## config.mk

```make
export PLATFORM = sky130hd
export DESIGN_NAME = voice_slot_sequencer
export DESIGN_NICKNAME = d
export VERILOG_FILES = /design/src/rtl/voice_slot_sequencer.sv
export SDC_FILE = /design/constraint.sdc
export NUM_CORES = 1
export LEC_CHECK = 0
export ABC_AREA = 1
export BUFFER_PORTS_ARGS = -buffer_cell sky130_fd_sc_hd__buf_4
export CAP_MARGIN = 40
export CORE_MARGIN = 4
export CORE_UTILIZATION = 50
export CTS_CLUSTER_DIAMETER = 200
export DETAILED_ROUTE_END_ITERATION = 6
export PLACE_DENSITY = 0.72
export RECOVER_POWER = 100
export SLEW_MARGIN = 10
export SYNTH_ARGS = -nofsm -noshare
export SYNTH_HDL_FRONTEND = slang
export SYNTH_SLANG_ARGS = --single-unit
```

## constraint.sdc

```tcl
create_clock -name sCLK_XVXENVS -period 4.23 [get_ports sCLK_XVXENVS]
set_clock_uncertainty 0.2 [all_clocks]
set_input_delay 0.6345 -clock sCLK_XVXENVS [delete_from_list [all_inputs] [get_ports sCLK_XVXENVS]]
set_output_delay 0.6345 -clock sCLK_XVXENVS [all_outputs]
set_load 0.05 [all_outputs]
```

## src/rtl/voice_slot_sequencer.sv

```systemverilog
// voice_slot_sequencer: per-sample sweep of voice/osc/env slots with drain, done pulse and overrun counting.
// Optional SEQ_PENDING_TICK_EN holds one early tick and restarts the next frame straight from DONE.
module voice_slot_sequencer #(
  parameter int VOICES       = 32,
  parameter int V_OSC        = 8,
  parameter int O_ENVS       = 2,
  parameter int V_WIDTH      = $clog2(VOICES),
  parameter int E_WIDTH      = $clog2(V_OSC) + 1,
  parameter int DRAIN_CYCLES = 16
) (
  input  logic                       sCLK_XVXENVS,
  input  logic                       reset,
  input  logic                       sample_tick,
  input  logic                       run_en,
  output logic [V_WIDTH+E_WIDTH-1:0] xxxx,
  output logic                       xxxx_zero,
  output logic                       slot_valid,
  output logic                       busy,
  output logic                       frame_done,
  output logic                       overrun,
  output logic [7:0]                 overrun_cnt
);
  localparam int W  = V_WIDTH + E_WIDTH;
  localparam int N  = VOICES * V_OSC * O_ENVS;
  localparam int DW = $clog2(DRAIN_CYCLES + 1);
  localparam logic [W-1:0]  LAST  = W'(N - 1);
  localparam logic [DW-1:0] DLOAD = DW'(DRAIN_CYCLES);
  typedef enum logic [1:0] {IDLE, RUN, DRAIN, DONE} state_t;
  state_t        state_q, state_d;
  logic [W-1:0]  xxxx_q, xxxx_d;
  logic [DW-1:0] drain_q, drain_d;
  logic [7:0]    cnt_q, cnt_d;
  logic          zero_q, zero_d, valid_q, valid_d, busy_q, busy_d;
  logic          done_q, done_d, ovr_q, ovr_d, busy_now, pend_q, pend_d;
  always_comb begin
    state_d  = state_q;
    xxxx_d   = xxxx_q;
    drain_d  = drain_q;
    busy_now = state_q != IDLE;
`ifdef SEQ_PENDING_TICK_EN
    pend_d = pend_q | (sample_tick & busy_now);
    ovr_d  = sample_tick & busy_now & pend_q;
`else
    pend_d = 1'b0;
    ovr_d  = sample_tick & busy_now;
`endif
    case (state_q)
      IDLE: if (sample_tick & run_en) begin
        state_d = RUN;
        xxxx_d  = '0;
      end
      RUN: if (xxxx_q == LAST) begin
        state_d = DRAIN;
        xxxx_d  = '0;
        drain_d = DLOAD;
      end else xxxx_d = xxxx_q + 1'b1;
      DRAIN: if (drain_q == DW'(1)) state_d = DONE; else drain_d = drain_q - 1'b1;
      DONE: begin
        state_d = (pend_d & run_en) ? RUN : IDLE;
        xxxx_d  = '0;
        pend_d  = 1'b0;
      end
      default: state_d = IDLE;
    endcase
    zero_d  = state_d == RUN && xxxx_d == '0;
    valid_d = state_d == RUN;
    busy_d  = state_d != IDLE;
    done_d  = state_d == DONE;
    cnt_d   = (ovr_d && cnt_q != 8'hff) ? cnt_q + 8'd1 : cnt_q;
  end
  always_ff @(posedge sCLK_XVXENVS or posedge reset) begin
    if (reset) begin
      state_q <= IDLE;
      xxxx_q  <= '0;
      drain_q <= '0;
      cnt_q   <= '0;
      zero_q  <= 1'b0;
      valid_q <= 1'b0;
      busy_q  <= 1'b0;
      done_q  <= 1'b0;
      ovr_q   <= 1'b0;
      pend_q  <= 1'b0;
    end else begin
      state_q <= state_d;
      xxxx_q  <= xxxx_d;
      drain_q <= drain_d;
      cnt_q   <= cnt_d;
      zero_q  <= zero_d;
      valid_q <= valid_d;
      busy_q  <= busy_d;
      done_q  <= done_d;
      ovr_q   <= ovr_d;
      pend_q  <= pend_d;
    end
  end
  assign xxxx        = xxxx_q;
  assign xxxx_zero   = zero_q;
  assign slot_valid  = valid_q;
  assign busy        = busy_q;
  assign frame_done  = done_q;
  assign overrun     = ovr_q;
  assign overrun_cnt = cnt_q;
endmodule
```

=== Word level (Yosys, flattened, before mapping) ===
Index checks and enable logic that the tools add are counted.

* RAM bits: 0
* Output and inout port bits: 22
* Memories kept: 0
* Register bits: 29
* Logic and storage cells: 42
* Latch bits: 0
* Bits in read-only memories: 0

* Magnitude comparators: 0
* Shift-type cells: 0
* Reduce and logical (&&, ||, !) cells: 8
* Multiplexer cells: 10
* Add/sub/neg operators: 3
* Divide/modulo/power cells: 0
* Equal/unequal tests: 10
* $mul: 0
* Bitwise logic cells: 2

{| class="wikitable"
|+ Operators by type and width
! operator !! count
|-
| $pmux W9 S3 || 1
|-
| $mux W9 || 2
|-
| $mux W5 || 2
|-
| $pmux W5 S2 || 1
|-
| $add A9 B1 Y9 const B || 1
|-
| $eq A9 B9 Y1 const B || 1
|-
| $logic_not A9 Y1 || 1
|-
| $add A8 B1 Y8 const B || 1
|-
| $ne A8 B8 Y1 const B || 1
|-
| $pmux W2 S4 || 1
|-
| $eq A2 B2 Y1 const B || 3
|-
| $mux W2 || 3
|-
| $reduce_bool A2 Y1 || 3
|-
| $eq A5 B1 Y1 const B || 1
|-
| $sub A5 B1 Y5 const B || 1
|-
| $eq A2 B1 Y1 const B || 2
|-
| $ne A2 B2 Y1 const B || 2
|-
| $reduce_and A3 Y1 || 1
|-
| $and A1 B1 Y1 || 2
|-
| $logic_and A1 B1 Y1 || 2
|-
| $logic_not A2 Y1 || 1
|}

=== Logic depth before layout (Yosys ltp) ===
* Word-level depth: 5
* Mapped depth: 16
* Gate-level depth less buffers: 16

=== Least setup slack after synthesis ===
No wires, ideal clock.

* Path type: register to register
* From: reg xxxx_q[0] (netlist: xxxx[0])
* To: reg zero_q (netlist: xxxx_zero)
* Path slack: 1.834 ns
* Arrival time: 2.124 ns
* Stages on the path, launching flop included: 17
* Library setup time: 0.071 ns
* Path through: dfrtp_1 > ha_1 > nand2_2 > inv_1 > nand3_1 > nor2_1 > ha_1 > inv_1 > nand2_1 > inv_1 > o21ai_1 > nand2_1 > nand2_1 > inv_2 > nor2_1 > nand3_1 > nor2_1

* Cells in the longest elaborated chain, start to end: 5

{| class="wikitable"
|+ Ends and longest elaborated chain
! item !! line !! source
|-
| start: declaration || 30 || <nowiki>logic [W-1:0] xxxx_q, xxxx_d;</nowiki>
|-
| start signal: assignment || 74 || <nowiki>xxxx_q <= '0;</nowiki>
|-
| start signal: assignment || 85 || <nowiki>xxxx_q <= xxxx_d;</nowiki>
|-
| $add A9 B1 Y9 / $eq A9 B9 Y1 (equally long branches) || 56, 52 ||
|-
| $mux W9 (*) || 52 || <nowiki>RUN: if (xxxx_q == LAST) begin</nowiki>
|-
| $pmux W9 S3 (*) || 47 || <nowiki>case (state_q)</nowiki>
|-
| net xxxx_d[4] || 30 ||
|-
| $logic_not A9 Y1 (*) || 65 || <nowiki>zero_d = state_d == RUN && xxxx_d == '0;</nowiki>
|-
| $logic_and A1 B1 Y1 (*) || 65 ||
|-
| net zero_d || 33 || <nowiki>logic zero_q, zero_d, valid_q, valid_d, busy_q, busy_d;</nowiki>
|-
| end signal: assignment || 88 || <nowiki>zero_q <= zero_d;</nowiki>
|-
| end: declaration || 33 ||
|}

The timed path passes the listed nets; every way through them passes the cells marked *.
A chain may end at the register's enable or synchronous reset.

=== Worst setup path in the final report ===
Ends and elaborated chain as after synthesis.

==> impl_metrics.env <==
export IMPL_status="completed"
export IMPL_setup_worst_path_start="xxxx[0]"
export IMPL_sw_frac_of_total_pct=53.83
export IMPL_multi_input_area_um2=674.4
export IMPL_diodes=0
export IMPL_wl_um=3194
export IMPL_dieArea_mm2=0.004138
export IMPL_cp_end_kind="flop"
export IMPL_postPlaceCellArea_mm2=0.001857
export IMPL_clock_fmax_mhz=434.8
export IMPL_vias=1333
export IMPL_synthTopCellsByCount="53 x nand2_1, 36 x inv_1, 29 x dfrtp_1, 13 x nand3_1, 10 x nor2_1"
export IMPL_synth_most_common_cell="nand2_1"
export IMPL_cts_num_sinks=29
export IMPL_grt_pass1_vias=1299
export IMPL_reg2reg_slack_ns=1.93
export IMPL_place_congestion=0.8908
export IMPL_overflow=0
export IMPL_slowest_delay_ns=0.45
export IMPL_drtIter0Drc=62
export IMPL_die_w_um=64.33
export IMPL_seq_area_frac_synth_pct=45.74
export IMPL_final_min_clock_period_ns=2.300
export IMPL_setup_tns_ns=0
export IMPL_yosysTopAreaCell="dfrtp_1"
export IMPL_synth_ff_type="dfrtp_1"
export IMPL_clk_pin_slew_worst_paths_ns=0.09
export IMPL_critPathRequiredTime_ns=4.26
export IMPL_antenna_found_initial=0
export IMPL_setup_slack_ns=1.930
export IMPL_power_density_mw_per_mm2=716.1
export IMPL_power_switching_mw=0.6834
export IMPL_async_reset_ff_share_pct=100.0
export IMPL_setup_violations=0
export IMPL_avgRoutedWirePerCell_um=11.66
export IMPL_crit_end="xxxx_zero"
export IMPL_grt_max_degree=18
export IMPL_reg2reg_depth=16
export IMPL_comb_power_share_pct=52.3
export IMPL_dp_cells=266
export IMPL_cp_slowest_cell="dfrtp_1"
export IMPL_crit_buf_inv=4
export IMPL_placementRows=20
export IMPL_syn_nets=208
export IMPL_stdcell_count=274
export IMPL_via_per_inst=4.865
export IMPL_cts_setup_buffers=0
export IMPL_synth_top_cell_area_share_pct=45.74
export IMPL_start_kind="flop"
export IMPL_remaining_drc_errors=0
export IMPL_power_frac_clock_pct=12.7
export IMPL_postRouteAntennaNets=0
export IMPL_portBuffers=25
export IMPL_cts_buffers=5
export IMPL_coreArea_mm2=0.003053
export IMPL_io_pins=26
export IMPL_final_hold_violation_count=0
export IMPL_area_growth_pct=11.75
export IMPL_synthCells=196
export IMPL_final_nets=241
export IMPL_ys_warn_count=0
export IMPL_slew_violations=0
export IMPL_min_path_type="in -> async"
export IMPL_maxCapViolations=0
export IMPL_slew_headroom_pct=42.49
export IMPL_p_leak_nw=0.9918
export IMPL_path_class="reg -> reg"
export IMPL_initial_utilization_pct=51.97
export IMPL_timing_final_crit_share_pct=54.38
export IMPL_synth_top_cells_by_area="dfrtp_1 46%, nand2_1 13%, inv_1 8.5%, ha_1 6.3%, nand3_1 4.1%"
export IMPL_syn_area_mm2=0.001587
export IMPL_p_int_mw=0.5862
export IMPL_synth_distinct_cells=24
export IMPL_ir_worst_vdd_mv=0.4762
export IMPL_arrival_ns=2.33
export IMPL_p_seq_share_pct=35.0
export IMPL_crit_chain="ha_1 > nand2_1 > inv_1 > nand3_1 > nor2_1 > ha_1 > inv_1 > nand2_1 > inv_1 > o21ai_0 > nand2_1 > nand2_1 > inv_1 > nor2_1 > nand3_1 > nor2_1"
export IMPL_htree_levels=2
export IMPL_fp_dieH_um=64.33
export IMPL_worstMarginPinSlew_ns=0.8627
export IMPL_ys_seq_elements=29
export IMPL_worstReg2RegEnd="xxxx_zero"
export IMPL_layout_drive_gt1_share_pct=9.130
export IMPL_worstSkewPairLatency_ns=0.33
export IMPL_syn_avg_cell_area_um2=8.095
export IMPL_cts_resized=0
export IMPL_root_buffer="clkbuf_4"
export IMPL_cpLargestDelayFamily="simple AND/OR/NAND/NOR gates"
export IMPL_synth_edff_count=0
export IMPL_seq_area_um2=725.7
export IMPL_nFillCells=315
export IMPL_post_route_cell_area_mm2=0.001773
export IMPL_pre_cts_ws_ns=1.970
export IMPL_cp_max_fo=6
export IMPL_grt_util_all_layers_pct=17.50
export IMPL_rsz0062_at_grt="no"
export IMPL_cts_hold_fix_buffers=0
export IMPL_cts_tree="built"
export IMPL_drt_first_pass_iters=5
export IMPL_r2r_start="xxxx[0]"
export IMPL_hpwl_um=2563
export IMPL_grt_pass1_wl_um=5568
export IMPL_cts_buffer_depth=2
export IMPL_crit_cells=16
cells in the final DEF (no fill, tap or decap), types with 3 or more instances in the layout:
cell type / count
nand2_1: 55
inv_1: 38
dfrtp_1: 29
clkbuf_1: 23
nand3_1: 15
nor2_1: 11
o21ai_0: 8
ha_1: 8
clkbuf_4: 6
a21oi_1: 4
xnor2_1: 4
nand4_1: 4
xor2_1: 4
nor2_2: 3
nand2_2: 3
worst min-delay path by stage:
stage                             to  slack [ns]        from  cells after the start
final                        xxxx[4]        0.12       reset                      2
after global routing         xxxx[4]        0.13       reset                      2
after CTS                    xxxx[4]        0.16       reset                      2
after detailed placement  drain_q[4]        0.28  drain_q[4]                      2
after global placement    drain_q[4]        0.28  drain_q[4]                      2
after floorplan           drain_q[4]        0.25  drain_q[4]                      2
sequential cells by signal (all words and copies together), names as in the netlist:
register,flops
frame_done,1
drain_q,5
overrun_cnt,8
xxxx_zero,1
slot_valid,1
overrun,1
state_q,2
xxxx,9
busy,1
power groups by stage:
| stage | Clock [mW] | Combinational [mW] | Sequential, mW |
|---|---|---|---|
| global route | 0.183 | 0.739 | 0.463 |
| global placement | 0 | 0.735 | 0.450 |
| finish | 0.161 | 0.664 | 0.445 |
| CTS | 0.169 | 0.745 | 0.447 |
| detailed placement | 0 | 0.743 | 0.453 |
| floorplan | 0 | 0.324 | 0.666 |
final cells by class:
type                       count  area share, %
clock buffer                   5          2.117
clock inverter                 3         0.9880
inverter                      41          8.680
multi-input combinational    126          38.04
sequential                    29          40.93
tap                           44          3.105
timing repair buffer          26          6.140
worst reg2reg max path: cells and delay by family, from the launching register on:
family	cells	cell delay [ns]
fa+ha+maj	2	0.42
simple gates	9	0.62
compound gates	1	0.14
flops	1	0.45
buf+inv	4	0.39
routing by layer:
layer / up-vias / GRT usage [%] / share of wire [%]
li1: 674 / - / -
met1: 612 / 22.09 / 47
met2: 39 / 27.32 / 45
met3: 8 / 6.151 / 6.5
met4: 0 / 6.860 / 1.6
met5: - / 0 / 0
through the flow:
step	hold WS [ns]	utilization (%)	power (mW)
2_1_floorplan	0.2515	-	0.9901
3_3_place_gp	0.2753	59.92	1.185
3_5_place_dp	0.2751	60.82	1.196
4_1_cts	0.1628	62.62	1.361
5_1_grt	0.1344	58.07	1.385
6_report	0.1158	58.07	1.270
kinds of logic after synthesis:
family,Yosys count,share of synthesized area (%)
XOR/XNOR,8,4.416
flip-flops,29,45.74
AND/OR/NAND/NOR,94,27.05
adder cells (fa/ha/maj),8,6.309
AO/OA/AOI/OAI,15,6.074
buffers and inverters,41,9.700
multiplexers,1,0.7097
(Power assumes the default switching activity.)
